===== src/rtl/gbf_nbank_if.sv =====
// GBF bank controller bus bundle: start/config, producer ready,
// RF request/write side and GBF port-b read side.
interface gbf_nbank_if #(
   parameter int NUM_BANK          = 2,
   parameter int GBF_ADDR_BITWIDTH = 5,
   parameter int RF_ADDR_BITWIDTH  = 2,
   parameter int REUSE_BITWIDTH    = 4,
   parameter int BANK_W            = $clog2(NUM_BANK)
);
   logic                         gbf_data_avail;
   logic [GBF_ADDR_BITWIDTH:0]   cfg_lines;
   logic [REUSE_BITWIDTH-1:0]    cfg_reuse;
   logic [NUM_BANK-1:0]          buf_ready;
   logic                         rf_need_data;
   logic                         finish;
   logic [NUM_BANK-1:0]          en_b;
   logic [GBF_ADDR_BITWIDTH-1:0] addr_b;
   logic                         rf_we;
   logic [RF_ADDR_BITWIDTH-1:0]  rf_w_addr;
   logic                         rf_send_finish;
   logic [NUM_BANK-1:0]          gbf_need_data;
   logic [BANK_W-1:0]            cur_bank;
   logic                         done;

   modport master (
      output gbf_data_avail, cfg_lines, cfg_reuse, buf_ready,
      output rf_need_data, finish,
      input  en_b, addr_b, rf_we, rf_w_addr, rf_send_finish,
      input  gbf_need_data, cur_bank, done
   );

   modport slave (
      input  gbf_data_avail, cfg_lines, cfg_reuse, buf_ready,
      input  rf_need_data, finish,
      output en_b, addr_b, rf_we, rf_w_addr, rf_send_finish,
      output gbf_need_data, cur_bank, done
   );
endinterface


===== src/rtl/gbf_nbank_ctrl.sv =====
// Rotating N-bank GBF read controller: streams RF-sized chunks
// out of the current bank, reuses it cfg_reuse times, then releases it.
module gbf_nbank_ctrl #(
   parameter int NUM_BANK          = 2,
   parameter int GBF_ADDR_BITWIDTH = 5,
   parameter int GBF_DEPTH         = 32,
   parameter int RF_ADDR_BITWIDTH  = 2,
   parameter int RF_DEPTH          = 4,
   parameter int REUSE_BITWIDTH    = 4
) (
   input  logic       clk,
   input  logic       reset,
   gbf_nbank_if.slave bus
);
   localparam int BANK_W = $clog2(NUM_BANK);
   localparam int LINE_W = GBF_ADDR_BITWIDTH + 1;
   localparam int CNT_W  = RF_ADDR_BITWIDTH;

   localparam logic [LINE_W-1:0] DEPTH_L = LINE_W'(GBF_DEPTH);
   localparam logic [LINE_W-1:0] RF_L    = LINE_W'(RF_DEPTH);
   localparam logic [CNT_W-1:0]  LAST    = CNT_W'(RF_DEPTH - 1);
   localparam logic [BANK_W-1:0] TOP     = BANK_W'(NUM_BANK - 1);

   typedef enum logic [2:0] {
      IDLE, WAIT_BANK, WAIT_REQ, STREAM, RELEASE
   } state_t;

   state_t                       state_q, state_d;
   logic [BANK_W-1:0]            cur_bank_q, cur_bank_d;
   logic [LINE_W-1:0]            offset_q, offset_d;
   logic [REUSE_BITWIDTH-1:0]    pass_q, pass_d;
   logic [CNT_W-1:0]             cnt_q, cnt_d;
   logic [LINE_W-1:0]            lines_q, lines_d;
   logic [REUSE_BITWIDTH-1:0]    reuse_q, reuse_d;
   logic [NUM_BANK-1:0]          valid_q, valid_d;
   logic [NUM_BANK-1:0]          en_b_q, en_b_d;
   logic [GBF_ADDR_BITWIDTH-1:0] addr_b_q, addr_b_d;
   logic                         rf_we_q, rf_we_d;
   logic [CNT_W-1:0]             rf_w_addr_q, rf_w_addr_d;
   logic                         sf_q, sf_d;
   logic [NUM_BANK-1:0]          need_q, need_d;
   logic                         done_q, done_d;

   logic [LINE_W-1:0]            lines_raw, lines_rnd, lines_norm;
   logic [REUSE_BITWIDTH-1:0]    reuse_norm, pass_inc;
   logic [LINE_W-1:0]            off_inc;
   logic [NUM_BANK-1:0]          ready_now, rel_mask, bank_oh;
   logic                         abort;

   always_ff @(posedge clk) begin
      if (reset) begin
         state_q     <= IDLE;
         cur_bank_q  <= '0;
         offset_q    <= '0;
         pass_q      <= '0;
         cnt_q       <= '0;
         lines_q     <= DEPTH_L;
         reuse_q     <= REUSE_BITWIDTH'(1);
         valid_q     <= '0;
         en_b_q      <= '0;
         addr_b_q    <= '0;
         rf_we_q     <= 1'b0;
         rf_w_addr_q <= '0;
         sf_q        <= 1'b0;
         need_q      <= '1;
         done_q      <= 1'b0;
      end else begin
         state_q     <= state_d;
         cur_bank_q  <= cur_bank_d;
         offset_q    <= offset_d;
         pass_q      <= pass_d;
         cnt_q       <= cnt_d;
         lines_q     <= lines_d;
         reuse_q     <= reuse_d;
         valid_q     <= valid_d;
         en_b_q      <= en_b_d;
         addr_b_q    <= addr_b_d;
         rf_we_q     <= rf_we_d;
         rf_w_addr_q <= rf_w_addr_d;
         sf_q        <= sf_d;
         need_q      <= need_d;
         done_q      <= done_d;
      end
   end

   // Line count: 0 or oversize means a full bank, then floor to RF_DEPTH.
   always_comb begin
      lines_raw = bus.cfg_lines;
      if (bus.cfg_lines == '0 || bus.cfg_lines > DEPTH_L)
         lines_raw = DEPTH_L;
      lines_rnd  = lines_raw - (lines_raw % RF_L);
      lines_norm = (lines_rnd == '0) ? DEPTH_L : lines_rnd;
      reuse_norm = (bus.cfg_reuse == '0) ? REUSE_BITWIDTH'(1)
                                         : bus.cfg_reuse;
   end

   always_comb begin
      state_d    = state_q;
      cur_bank_d = cur_bank_q;
      offset_d   = offset_q;
      pass_d     = pass_q;
      cnt_d      = cnt_q;
      lines_d    = lines_q;
      reuse_d    = reuse_q;
      rel_mask   = '0;
      bank_oh    = '0;
      bank_oh[cur_bank_q] = 1'b1;
      ready_now  = valid_q | bus.buf_ready;
      off_inc    = offset_q + RF_L;
      pass_inc   = pass_q + REUSE_BITWIDTH'(1);
      abort      = bus.finish && (state_q != IDLE);

      unique case (state_q)
         IDLE: begin
            if (bus.gbf_data_avail) begin
               lines_d = lines_norm;
               reuse_d = reuse_norm;
               state_d = WAIT_BANK;
            end
         end
         WAIT_BANK: begin
            if (ready_now[cur_bank_q])
               state_d = WAIT_REQ;
         end
         WAIT_REQ: begin
            if (bus.rf_need_data) begin
               cnt_d   = '0;
               state_d = STREAM;
            end
         end
         STREAM: begin
            if (cnt_q != LAST) begin
               cnt_d = cnt_q + CNT_W'(1);
            end else begin
               state_d = WAIT_REQ;
               if (off_inc >= lines_q) begin
                  offset_d = '0;
                  pass_d   = pass_inc;
                  if (pass_inc == reuse_q)
                     state_d = RELEASE;
               end else begin
                  offset_d = off_inc;
               end
            end
         end
         RELEASE: begin
            rel_mask[cur_bank_q] = 1'b1;
            cur_bank_d = (cur_bank_q == TOP) ? '0
                       : cur_bank_q + BANK_W'(1);
            pass_d  = '0;
            state_d = WAIT_BANK;
         end
         default: state_d = IDLE;
      endcase

      // A release wins over a same-cycle refill of that bank.
      valid_d = (valid_q | bus.buf_ready) & ~rel_mask;

      if (abort) begin
         state_d    = IDLE;
         valid_d    = '0;
         offset_d   = '0;
         pass_d     = '0;
         cnt_d      = '0;
         cur_bank_d = '0;
      end

      en_b_d   = '0;
      addr_b_d = addr_b_q;
      if (state_d == STREAM) begin
         en_b_d   = bank_oh;
         addr_b_d = offset_q[GBF_ADDR_BITWIDTH-1:0]
                  + GBF_ADDR_BITWIDTH'(cnt_d);
      end

      // BRAM data lands one cycle after the read enable.
      rf_we_d     = (state_q == STREAM) && !abort;
      rf_w_addr_d = (state_q == STREAM) ? cnt_q : rf_w_addr_q;
      sf_d        = (state_q == STREAM) && (cnt_q == LAST) && !abort;
      done_d      = abort;
      need_d      = ~valid_d;
   end

   assign bus.en_b           = en_b_q;
   assign bus.addr_b         = addr_b_q;
   assign bus.rf_we          = rf_we_q;
   assign bus.rf_w_addr      = rf_w_addr_q;
   assign bus.rf_send_finish = sf_q;
   assign bus.gbf_need_data  = need_q;
   assign bus.cur_bank       = cur_bank_q;
   assign bus.done           = done_q;
endmodule


===== src/flat_wrapper.sv =====
// flat-port wrapper written by rule: the top's interface ports become plain ports
module gbf_nbank_ctrl_flat 
#(
   parameter int NUM_BANK          = 2,
   parameter int GBF_ADDR_BITWIDTH = 5,
   parameter int GBF_DEPTH         = 32,
   parameter int RF_ADDR_BITWIDTH  = 2,
   parameter int RF_DEPTH          = 4,
   parameter int REUSE_BITWIDTH    = 4
)
  (clk, reset, bus_gbf_data_avail, bus_cfg_lines, bus_cfg_reuse, bus_buf_ready, bus_rf_need_data, bus_finish, bus_en_b, bus_addr_b, bus_rf_we, bus_rf_w_addr, bus_rf_send_finish, bus_gbf_need_data, bus_cur_bank, bus_done);
  gbf_nbank_if #(.NUM_BANK(NUM_BANK), .GBF_ADDR_BITWIDTH(GBF_ADDR_BITWIDTH), .RF_ADDR_BITWIDTH(RF_ADDR_BITWIDTH), .REUSE_BITWIDTH(REUSE_BITWIDTH)) bus_i ();
  input  logic clk;
  input  logic reset;
  input wire logic [$bits(bus_i.gbf_data_avail)-1:0] bus_gbf_data_avail;
  input wire logic [$bits(bus_i.cfg_lines)-1:0] bus_cfg_lines;
  input wire logic [$bits(bus_i.cfg_reuse)-1:0] bus_cfg_reuse;
  input wire logic [$bits(bus_i.buf_ready)-1:0] bus_buf_ready;
  input wire logic [$bits(bus_i.rf_need_data)-1:0] bus_rf_need_data;
  input wire logic [$bits(bus_i.finish)-1:0] bus_finish;
  output wire logic [$bits(bus_i.en_b)-1:0] bus_en_b;
  output wire logic [$bits(bus_i.addr_b)-1:0] bus_addr_b;
  output wire logic [$bits(bus_i.rf_we)-1:0] bus_rf_we;
  output wire logic [$bits(bus_i.rf_w_addr)-1:0] bus_rf_w_addr;
  output wire logic [$bits(bus_i.rf_send_finish)-1:0] bus_rf_send_finish;
  output wire logic [$bits(bus_i.gbf_need_data)-1:0] bus_gbf_need_data;
  output wire logic [$bits(bus_i.cur_bank)-1:0] bus_cur_bank;
  output wire logic [$bits(bus_i.done)-1:0] bus_done;
  assign bus_i.gbf_data_avail = bus_gbf_data_avail;
  assign bus_i.cfg_lines = bus_cfg_lines;
  assign bus_i.cfg_reuse = bus_cfg_reuse;
  assign bus_i.buf_ready = bus_buf_ready;
  assign bus_i.rf_need_data = bus_rf_need_data;
  assign bus_i.finish = bus_finish;
  assign bus_en_b = bus_i.en_b;
  assign bus_addr_b = bus_i.addr_b;
  assign bus_rf_we = bus_i.rf_we;
  assign bus_rf_w_addr = bus_i.rf_w_addr;
  assign bus_rf_send_finish = bus_i.rf_send_finish;
  assign bus_gbf_need_data = bus_i.gbf_need_data;
  assign bus_cur_bank = bus_i.cur_bank;
  assign bus_done = bus_i.done;
  gbf_nbank_ctrl #(.NUM_BANK(NUM_BANK), .GBF_ADDR_BITWIDTH(GBF_ADDR_BITWIDTH), .GBF_DEPTH(GBF_DEPTH), .RF_ADDR_BITWIDTH(RF_ADDR_BITWIDTH), .RF_DEPTH(RF_DEPTH), .REUSE_BITWIDTH(REUSE_BITWIDTH)) u_core (.clk(clk), .reset(reset), .bus(bus_i));
endmodule

===== config.mk =====
export PLATFORM = sky130hd
export DESIGN_NAME = gbf_nbank_ctrl_flat
export DESIGN_NICKNAME = d
export VERILOG_FILES = /design/src/rtl/gbf_nbank_if.sv /design/src/rtl/gbf_nbank_ctrl.sv /design/src/flat_wrapper.sv
export SDC_FILE = /design/constraint.sdc
export NUM_CORES = 1
export LEC_CHECK = 0
export BUFFER_PORTS_ARGS = -buffer_cell sky130_fd_sc_hd__buf_2
export CELL_PAD_IN_SITES_DETAIL_PLACEMENT = 0
export CELL_PAD_IN_SITES_GLOBAL_PLACEMENT = 1
export CORE_ASPECT_RATIO = 1.75
export CORE_MARGIN = 5
export CORE_UTILIZATION = 41
export DETAILED_ROUTE_END_ITERATION = 10
export PLACE_DENSITY_LB_ADDON = 0.1
export REMOVE_ABC_BUFFERS = 1
export SETUP_SLACK_MARGIN = 0.5
export SLEW_MARGIN = 25
export SYNTH_ARGS = -nofsm -noshare
export SYNTH_HDL_FRONTEND = slang
export SYNTH_SLANG_ARGS = --single-unit

===== constraint.sdc =====
create_clock -name clk -period 2.3 [get_ports clk]
set_input_delay 0.345 -clock clk [delete_from_list [all_inputs] [get_ports clk]]
set_output_delay 0.345 -clock clk [all_outputs]
set_load 0.02 [all_outputs]

==> results of run 1 <==
## synth_stat cells (4+ instances only)
cell	number	area [µm²]
o21ai_0	7	35.0
nand2_1	16	60.1
nor3_1	6	30.0
xor2_1	9	78.8
a21oi_1	19	95.1
nand2b_1	4	25.0
ha_1	7	87.6
nor3b_1	5	37.5
nand3_1	9	45.0
nand3b_1	4	30.0
nor2_1	24	90.1
xnor2_1	5	43.8
inv_1	8	30.0
dfxtp_1	38	761
## through the flow
stage | cell area (µm²) | hold slack (ns) | utilization | total power [W] | setup WS (ns)
after floorplan | 1760 | 0.414 | - | 0.000801 | 0.270
after detailed placement | 2010 | 0.450 | 0.461 | 0.000856 | 0.107
after global placement | 2010 | 0.443 | 0.461 | 0.000854 | 0.132
after global routing | 2340 | 0.338 | 0.535 | 0.00163 | 0.282
final | 2340 | 0.314 | 0.535 | 0.00157 | 0.332
after CTS | 2220 | 0.309 | 0.510 | 0.00157 | 0.365
## layout make-up
class	count	area [µm²]
flip-flops and latches	38	771
multi-input cells	151	1090
clock inverters	2	60.1
repair buffers	39	236
well taps	51	63.8
inverters	8	30.0
clock buffers	6	82.6
fillers	407	2030
## registers in the layout, indices dropped and copies added (netlist names), 3 cells and up
signal and flops:
u_core.pass_q 4, u_core.lines_q 4, u_core.reuse_q 4, u_core.state_q 3, u_core.offset_q 4, u_core.bus.addr_b 5
## metal layers
metal | GRT usage | wire, µm
met2 | 0.273 | 2340
met3 | 0.0278 | 143
met5 | 0 | 0
met4 | 0.0512 | 63
met1 | 0.150 | 1560
## worst register-to-register path: stages, from the launching register on
cell,delay (ns)
dfxtp_4,0.37
ha_4,0.16
xor2_1,0.16
ha_2,0.29
o21ai_2,0.14
a22oi_2,0.12
or4b_4,0.54
a21oi_2,0.12
## worst min-delay path by stage
stage / start / endpoint / cells after the start
2_1_floorplan: reset / u_core.bus.addr_b[2]$_SDFFE_PP0N_ / 1
3_3_place_gp: u_core.bus.rf_w_addr[1]$_SDFFE_PP0P_ / u_core.bus.rf_w_addr[1]$_SDFFE_PP0P_ / 2
3_5_place_dp: u_core.bus.rf_w_addr[1]$_SDFFE_PP0P_ / u_core.bus.rf_w_addr[1]$_SDFFE_PP0P_ / 2
4_1_cts: bus_cfg_reuse[1] / u_core.reuse_q[1]$_SDFFE_PP0P_ / 3
5_1_grt: bus_cfg_reuse[3] / u_core.reuse_q[3]$_SDFFE_PP0P_ / 3
6_report: bus_cfg_reuse[1] / u_core.reuse_q[1]$_SDFFE_PP0P_ / 3
## logic make-up after synthesis
logic type                 after synthesis
adders and majority gates                7
muxes                                    3
and+or+nand+nor                         89
buffers and inverters                   15
AOI/OAI and AO/OA                       37
other                                    1
xor gates and xnor gates                14
DFF                                     38
## report_power, final
part           switching [W]  total, W  internal, W
Clock               0.000240  0.000703     0.000463
Combinational      0.0000990  0.000174    0.0000754
Sequential         0.0000163  0.000692     0.000676
## cells in the final DEF, fill, tap and decap left out, types with 3 or more instances in the layout
cell and count:
dfxtp_1 34, buf_2 29, nor2_1 23, a21oi_1 17, nand2_1 14, xor2_1 9, inv_1 8, buf_4 8
nand3_1 7, clkbuf_8 6, o21ai_0 5, nand3b_1 4, nor3b_1 4, nor3_1 4, xnor2_1 4, ha_1 4
nor2b_1 3, nand2b_1 3
## timing repair
item,4_1_cts,5_1_grt
endpoints found under the setup margin,10,17
setup buffers,3,2
endpoints found under the hold margin,0,0
gates cloned,0,0
gates resized for setup,11,24
pin swaps,7,13
==> results by group, run 1 <==
Outcome
  – Status: finished clean

Yosys
  – FFs w/ async S/R, synth: 0
  – Adder-cell share of the synthesized area: 0.0482
  – Post-Synth XOR/XNOR Area: 0.0675
  – Cell variety after synth: 47
  – Flops & latches, synth: 38
  – Mapped cell area: 1820 µm²
  – Yosys warnings: 0
  – Multiplexer share of the synthesized area: 0.0200
  – Synth Area in Compound Gates: 0.125
  – Dominant synthesized flop cell: dfxtp_1
  – Register area share after synthesis: 0.419
  – Synth Area in Simple Gates: 0.273
  – Largest family of logic cells by synthesized area: simple AND/OR/NAND/NOR gates
  – Post-synth EDFFs: 0
  – Mean Syn Cell Area: 8.91 µm²
  – Synth Instances: 204

Global routing
  – Pin count of the biggest net entering global routing: 24
  – Wire length of the first global-routing pass: 6.62 mm
  – Vias in the first global route: 1528
  – GRT overflow: 0
  – All-layer global routing usage: 0.145
  – Initial antenna violation count: 0

Worst setup path
  – Worst setup EP type: flop
  – Critical path endpoint: u_core.offset_q[4]$_SDFFE_PP0P_
  – Worst-path cell chain: ha_4 > xor2_1 > ha_2 > o21ai_2 > a22oi_2 > or4b_4 > a21oi_2
  – Setup crit start: u_core.offset_q[2]$_SDFFE_PP0P_
  – R2R setup slack: 0.33 ns
  – Required time worst endpoint: 2.52 ns
  – Reg-to-reg endpoint: u_core.offset_q[4]$_SDFFE_PP0P_
  – Critical R2R Launch: u_core.offset_q[2]$_SDFFE_PP0P_
  – Critical path depth: 7
  – Arrival @ worst endpoint: 2.19 ns
  – CP Max Fanout: 4
  – CP max stage delay: approximately 0.54 ns
  – Critical path type: reg2reg
  – CP top delay family: simple AND/OR/NAND/NOR gates
  – Worst Path Buf+Inv: 0
  – R2R cell count: 7
  – Setup crit start kind: flop
  – Worst path slowest cell: or4b_4

Floorplanning
  – Core area: around 4400 µm²
  – Cell Rows: 32
  – Starting Density: 0.416
  – Die H: 98.1 µm
  – Die width: 60.3 µm
  – Die footprint: 5910 µm²
  – IO Count: 32

Final layout
  – Share of cells above drive strength 1: 0.328
  – Finished Layout Cells: about 300
  – Area delta synth->final: 28.6%
  – Net count, final: between 200 and 300
  – ANT cells: 0

STA
  – Max Slew Vio Count: 0
  – Setup TNS Final: 0 ns
  – Setup Skew: 0.00462 ns
  – Final setup fails: 0
  – Final Hold Viols: 0
  – Fmax: just over 0.5 GHz
  – Final period demand of the worst path: 1.97 ns
  – Final worst-path cycle share: 0.856
  – RSZ-0062 raised after global routing: yes

Placement
  – Placed insts: 282
  – IO Port Bufs: 29
  – GP Congestion: 0.752
  – Post-DP HPWL: 2.91 mm

Drt
  – Drc violations: 0
  – Routed vias: 1547
  – Average wire per standard cell: 13.9 µm
  – Drt pass-1 iters: 4
  – Detail Route Antenna Nets: 0
  – Detailed Route Iter0 Violations: 29
  – Via density: 5.24
  – Final WL: between 4 and 5 mm

Power and ir drop
  – P_leak: 0.960 nW
  – Cell Pwr Density: 672 nW/µm²
  – Peak supply drop: roughly 0.00057 V

Clock network
  – TritonCTS clock tree: yes
  – Clock sink count: 38
  – Hold Buf Count CTS: 0
  – Clock buffer depth: 2
  – CTS clk-pin slew, worst paths: 0.08 ns
  – Clk root buf: clkbuf_8
  – Worst-Skew Late Latency: 0.29 ns
  – CTS H-tree depth: 2
  – CTS Buf Count: 5

Worst hold path
  – Hold crit path type: in2reg

Run
  – Max-cap check violation count: 0
No activity file was read; power rests on OpenSTA's default activity.
==> run 2, diff against run 1 <==
Settings changed: CORE_UTILIZATION 41 to 30.
==> results by group, run 2 (same netlist as run 1, synthesis figures left out) <==
Outcome
  – Status: finished clean (unchanged)

Final layout
  – Area delta synth->final: 24.7% (was 28.6%)
  – Core Util, Final: 0.385 (was 0.535)
  – Commonest cells after routing, fill and taps aside: dfxtp_1 (33), buf_2 (29), nor2_1 (23) (was dfxtp_1 (34), buf_2 (29), nor2_1 (23))
  – Most common cell after layout, fill and taps aside: dfxtp_1 (unchanged)
  – Finished Layout Cells: 324 (was 295)
  – Final instance area: 2270 µm² (was 2340 µm²)
  – Max FFs per register: 5 (unchanged)
  – ANT cells: 0 (unchanged)
  – Share of cells above drive strength 1: 0.305 (was 0.328)
  – Net count, final: 269 (was 267)

Clock network
  – Clk root buf: clkbuf_8 (unchanged)
  – CTS Buf Count: 5 (unchanged)
  – TritonCTS clock tree: yes (unchanged)
  – Worst-Skew Late Latency: 0.29 ns (about the same)
  – Clock sink count: 38 (unchanged)
  – CTS H-tree depth: 2 (unchanged)
  – Clock buffer depth: 2 (unchanged)
  – CTS clk-pin slew, worst paths: 0.08 ns (about the same)

Worst hold path
  – Hold Startpoint: bus_cfg_reuse[1] (unchanged)
  – WHS Path Cells: 3 (unchanged)
  – Hold crit path type: in2reg (unchanged)
  – Hold EP: u_core.reuse_q[1]$_SDFFE_PP0P_ (unchanged)

Global routing
  – Initial antenna violation count: 0 (unchanged)
  – Pin count of the biggest net entering global routing: 24 (unchanged)
  – Met1 Resource Use GR: 0.125 (was 0.150)
  – Busiest grt layer: met2 (unchanged)
  – Met2 Use GR: 0.217 (was 0.273)
  – All-layer global routing usage: 0.119 (was 0.145)
  – Vias in the first global route: 1506 (was 1528)
  – GR met3 Demand/Resource: 0.0258 (was 0.0278)
  – GRT overflow: 0 (unchanged)
  – Wire length of the first global-routing pass: 6.93 mm (was 6.62 mm)

Worst setup path
  – Reg-to-reg endpoint: u_core.offset_q[4]$_SDFFE_PP0P_ (unchanged)
  – CP max stage delay: 0.51 ns (was 0.54 ns)
  – Worst Path Buf+Inv: 0 (unchanged)
  – Required time worst endpoint: 2.53 ns (was 2.52 ns)
  – Arrival @ worst endpoint: 2.13 ns (was 2.19 ns)
  – CP top delay family: simple AND/OR/NAND/NOR gates (unchanged)
  – Worst path slowest cell: or4b_1 (was or4b_4)
  – Critical path type: reg2reg (unchanged)
  – R2R setup slack: 0.40 ns (was 0.33 ns)
  – Setup crit start kind: flop (unchanged)
  – Critical R2R Launch: u_core.offset_q[3]$_SDFFE_PP0P_ (was u_core.offset_q[2]$_SDFFE_PP0P_)
  – Worst setup EP type: flop (unchanged)
  – R2R cell count: 7 (unchanged)
  – Worst-path cell chain: nand3_1 > xnor2_2 > ha_1 > nor3_2 > a22oi_2 > or4b_1 > a21oi_1 (was ha_4 > xor2_1 > ha_2 > o21ai_2 > a22oi_2 > or4b_4 > a21oi_2)
  – Critical path depth: 7 (unchanged)
  – CP Max Fanout: 3 (was 4)

STA
  – Final setup fails: 0 (unchanged)
  – Setup TNS Final: 0 ns (unchanged)
  – Final Hold Viols: 0 (unchanged)
  – Fmax: 0.526 GHz (was 0.508 GHz)
  – Setup Skew: 0.00786 ns (was 0.00462 ns)
  – Final worst-path cycle share: 0.827 (was 0.856)
  – Final period demand of the worst path: 1.90 ns (was 1.97 ns)
  – RSZ-0062 raised after global routing: yes (unchanged)
  – Max Slew Vio Count: 0 (unchanged)

Floorplanning
  – Die width: 68.8 µm (was 60.3 µm)
  – Core area: 5880 µm² (was 4360 µm²)
  – Cell Rows: 37 (was 32)
  – Starting Density: 0.309 (was 0.416)
  – Die footprint: 7770 µm² (was 5910 µm²)
  – Die H: 113 µm (was 98.1 µm)
  – IO Count: 32 (unchanged)

Power and ir drop
  – P_leak: 0.938 nW (was 0.960 nW)
  – Total power: 0.00135 W (was 0.00157 W)
  – Peak supply drop: 0.000260 V (was 0.000572 V)
  – Cell Pwr Density: 594 nW/µm² (was 672 nW/µm²)

Drt
  – Detail Route Antenna Nets: 0 (unchanged)
  – Average wire per standard cell: 13.2 µm (was 13.9 µm)
  – Final WL: 4.28 mm (was 4.11 mm)
  – Via density: 4.71 (was 5.24)
  – Detailed Route Iter0 Violations: 53 (was 29)
  – Routed vias: 1525 (was 1547)
  – Drt pass-1 iters: 4 (unchanged)
  – Drc violations: 0 (unchanged)

Placement
  – Post-DP HPWL: 3.19 mm (was 2.91 mm)
  – Area post-placement: 2070 µm² (was 2010 µm²)
  – Placed insts: 312 (was 282)
  – IO Port Bufs: 29 (unchanged)
  – GP Congestion: 0.716 (was 0.752)

Run
  – Max-cap check violation count: 0 (unchanged)
run 2: final cells by class:
class | count | area [µm²]
inverters | 8 | 30.0
clock buffers | 6 | 82.6
fillers | 665 | 3610
multi-input cells | 151 | 1030
clock inverters | 2 | 12.5
flip-flops and latches | 38 | 772
repair buffers | 41 | 239
well taps | 78 | 97.6
run 2: power by group:
group          switching [W]  internal, W
clock network       0.000248     0.000241
registers          0.0000164     0.000676
logic              0.0000948    0.0000703
run 2: timing repair:
item                                    CTS  global route
buffers inserted                          3             1
pin swaps                                 8             6
hold buffers                              0             0
gates cloned                              0             0
resized for setup                        10            12
endpoints found under the setup margin   10            11
run 2: worst reg2reg max path: stages, from the launching register on:
cell and delay (ns):
dfxtp_4 0.38, nand3_1 0.12, xnor2_2 0.17, ha_1 0.23, nor3_2 0.18, a22oi_2 0.12
or4b_1 0.51, a21oi_1 0.14
run 2: metal layers:
| layer | routed length, µm | vias up |
|---|---|---|
| li1 | - | 779 |
| met1 | 1690 | 708 |
| met2 | 2320 | 31 |
| met3 | 194 | 7 |
| met4 | 78 | 0 |
| met5 | 0 | - |
run 2: stage by stage:
| step | hold slack, ns | worst slack [ns] |
|---|---|---|
| 2_1_floorplan | 0.414 | 0.270 |
| 6_report | 0.306 | 0.399 |
| 3_3_place_gp | 0.443 | 0.170 |
| 4_1_cts | 0.299 | 0.373 |
| 3_5_place_dp | 0.447 | 0.201 |
| 5_1_grt | 0.321 | 0.306 |
run 2: worst max-delay path by stage:
stage                                 endpoint                            start  slack (ns)
2_1_floorplan  u_core.offset_q[4]$_SDFFE_PP0P_  u_core.offset_q[2]$_SDFFE_PP0P_        0.27
3_3_place_gp   u_core.offset_q[4]$_SDFFE_PP0P_  u_core.offset_q[2]$_SDFFE_PP0P_        0.17
3_5_place_dp   u_core.offset_q[4]$_SDFFE_PP0P_  u_core.offset_q[2]$_SDFFE_PP0P_        0.20
4_1_cts        u_core.offset_q[4]$_SDFFE_PP0P_  u_core.offset_q[2]$_SDFFE_PP0P_        0.37
5_1_grt        u_core.offset_q[4]$_SDFFE_PP0P_  u_core.offset_q[2]$_SDFFE_PP0P_        0.31
6_report       u_core.offset_q[4]$_SDFFE_PP0P_  u_core.offset_q[3]$_SDFFE_PP0P_        0.40
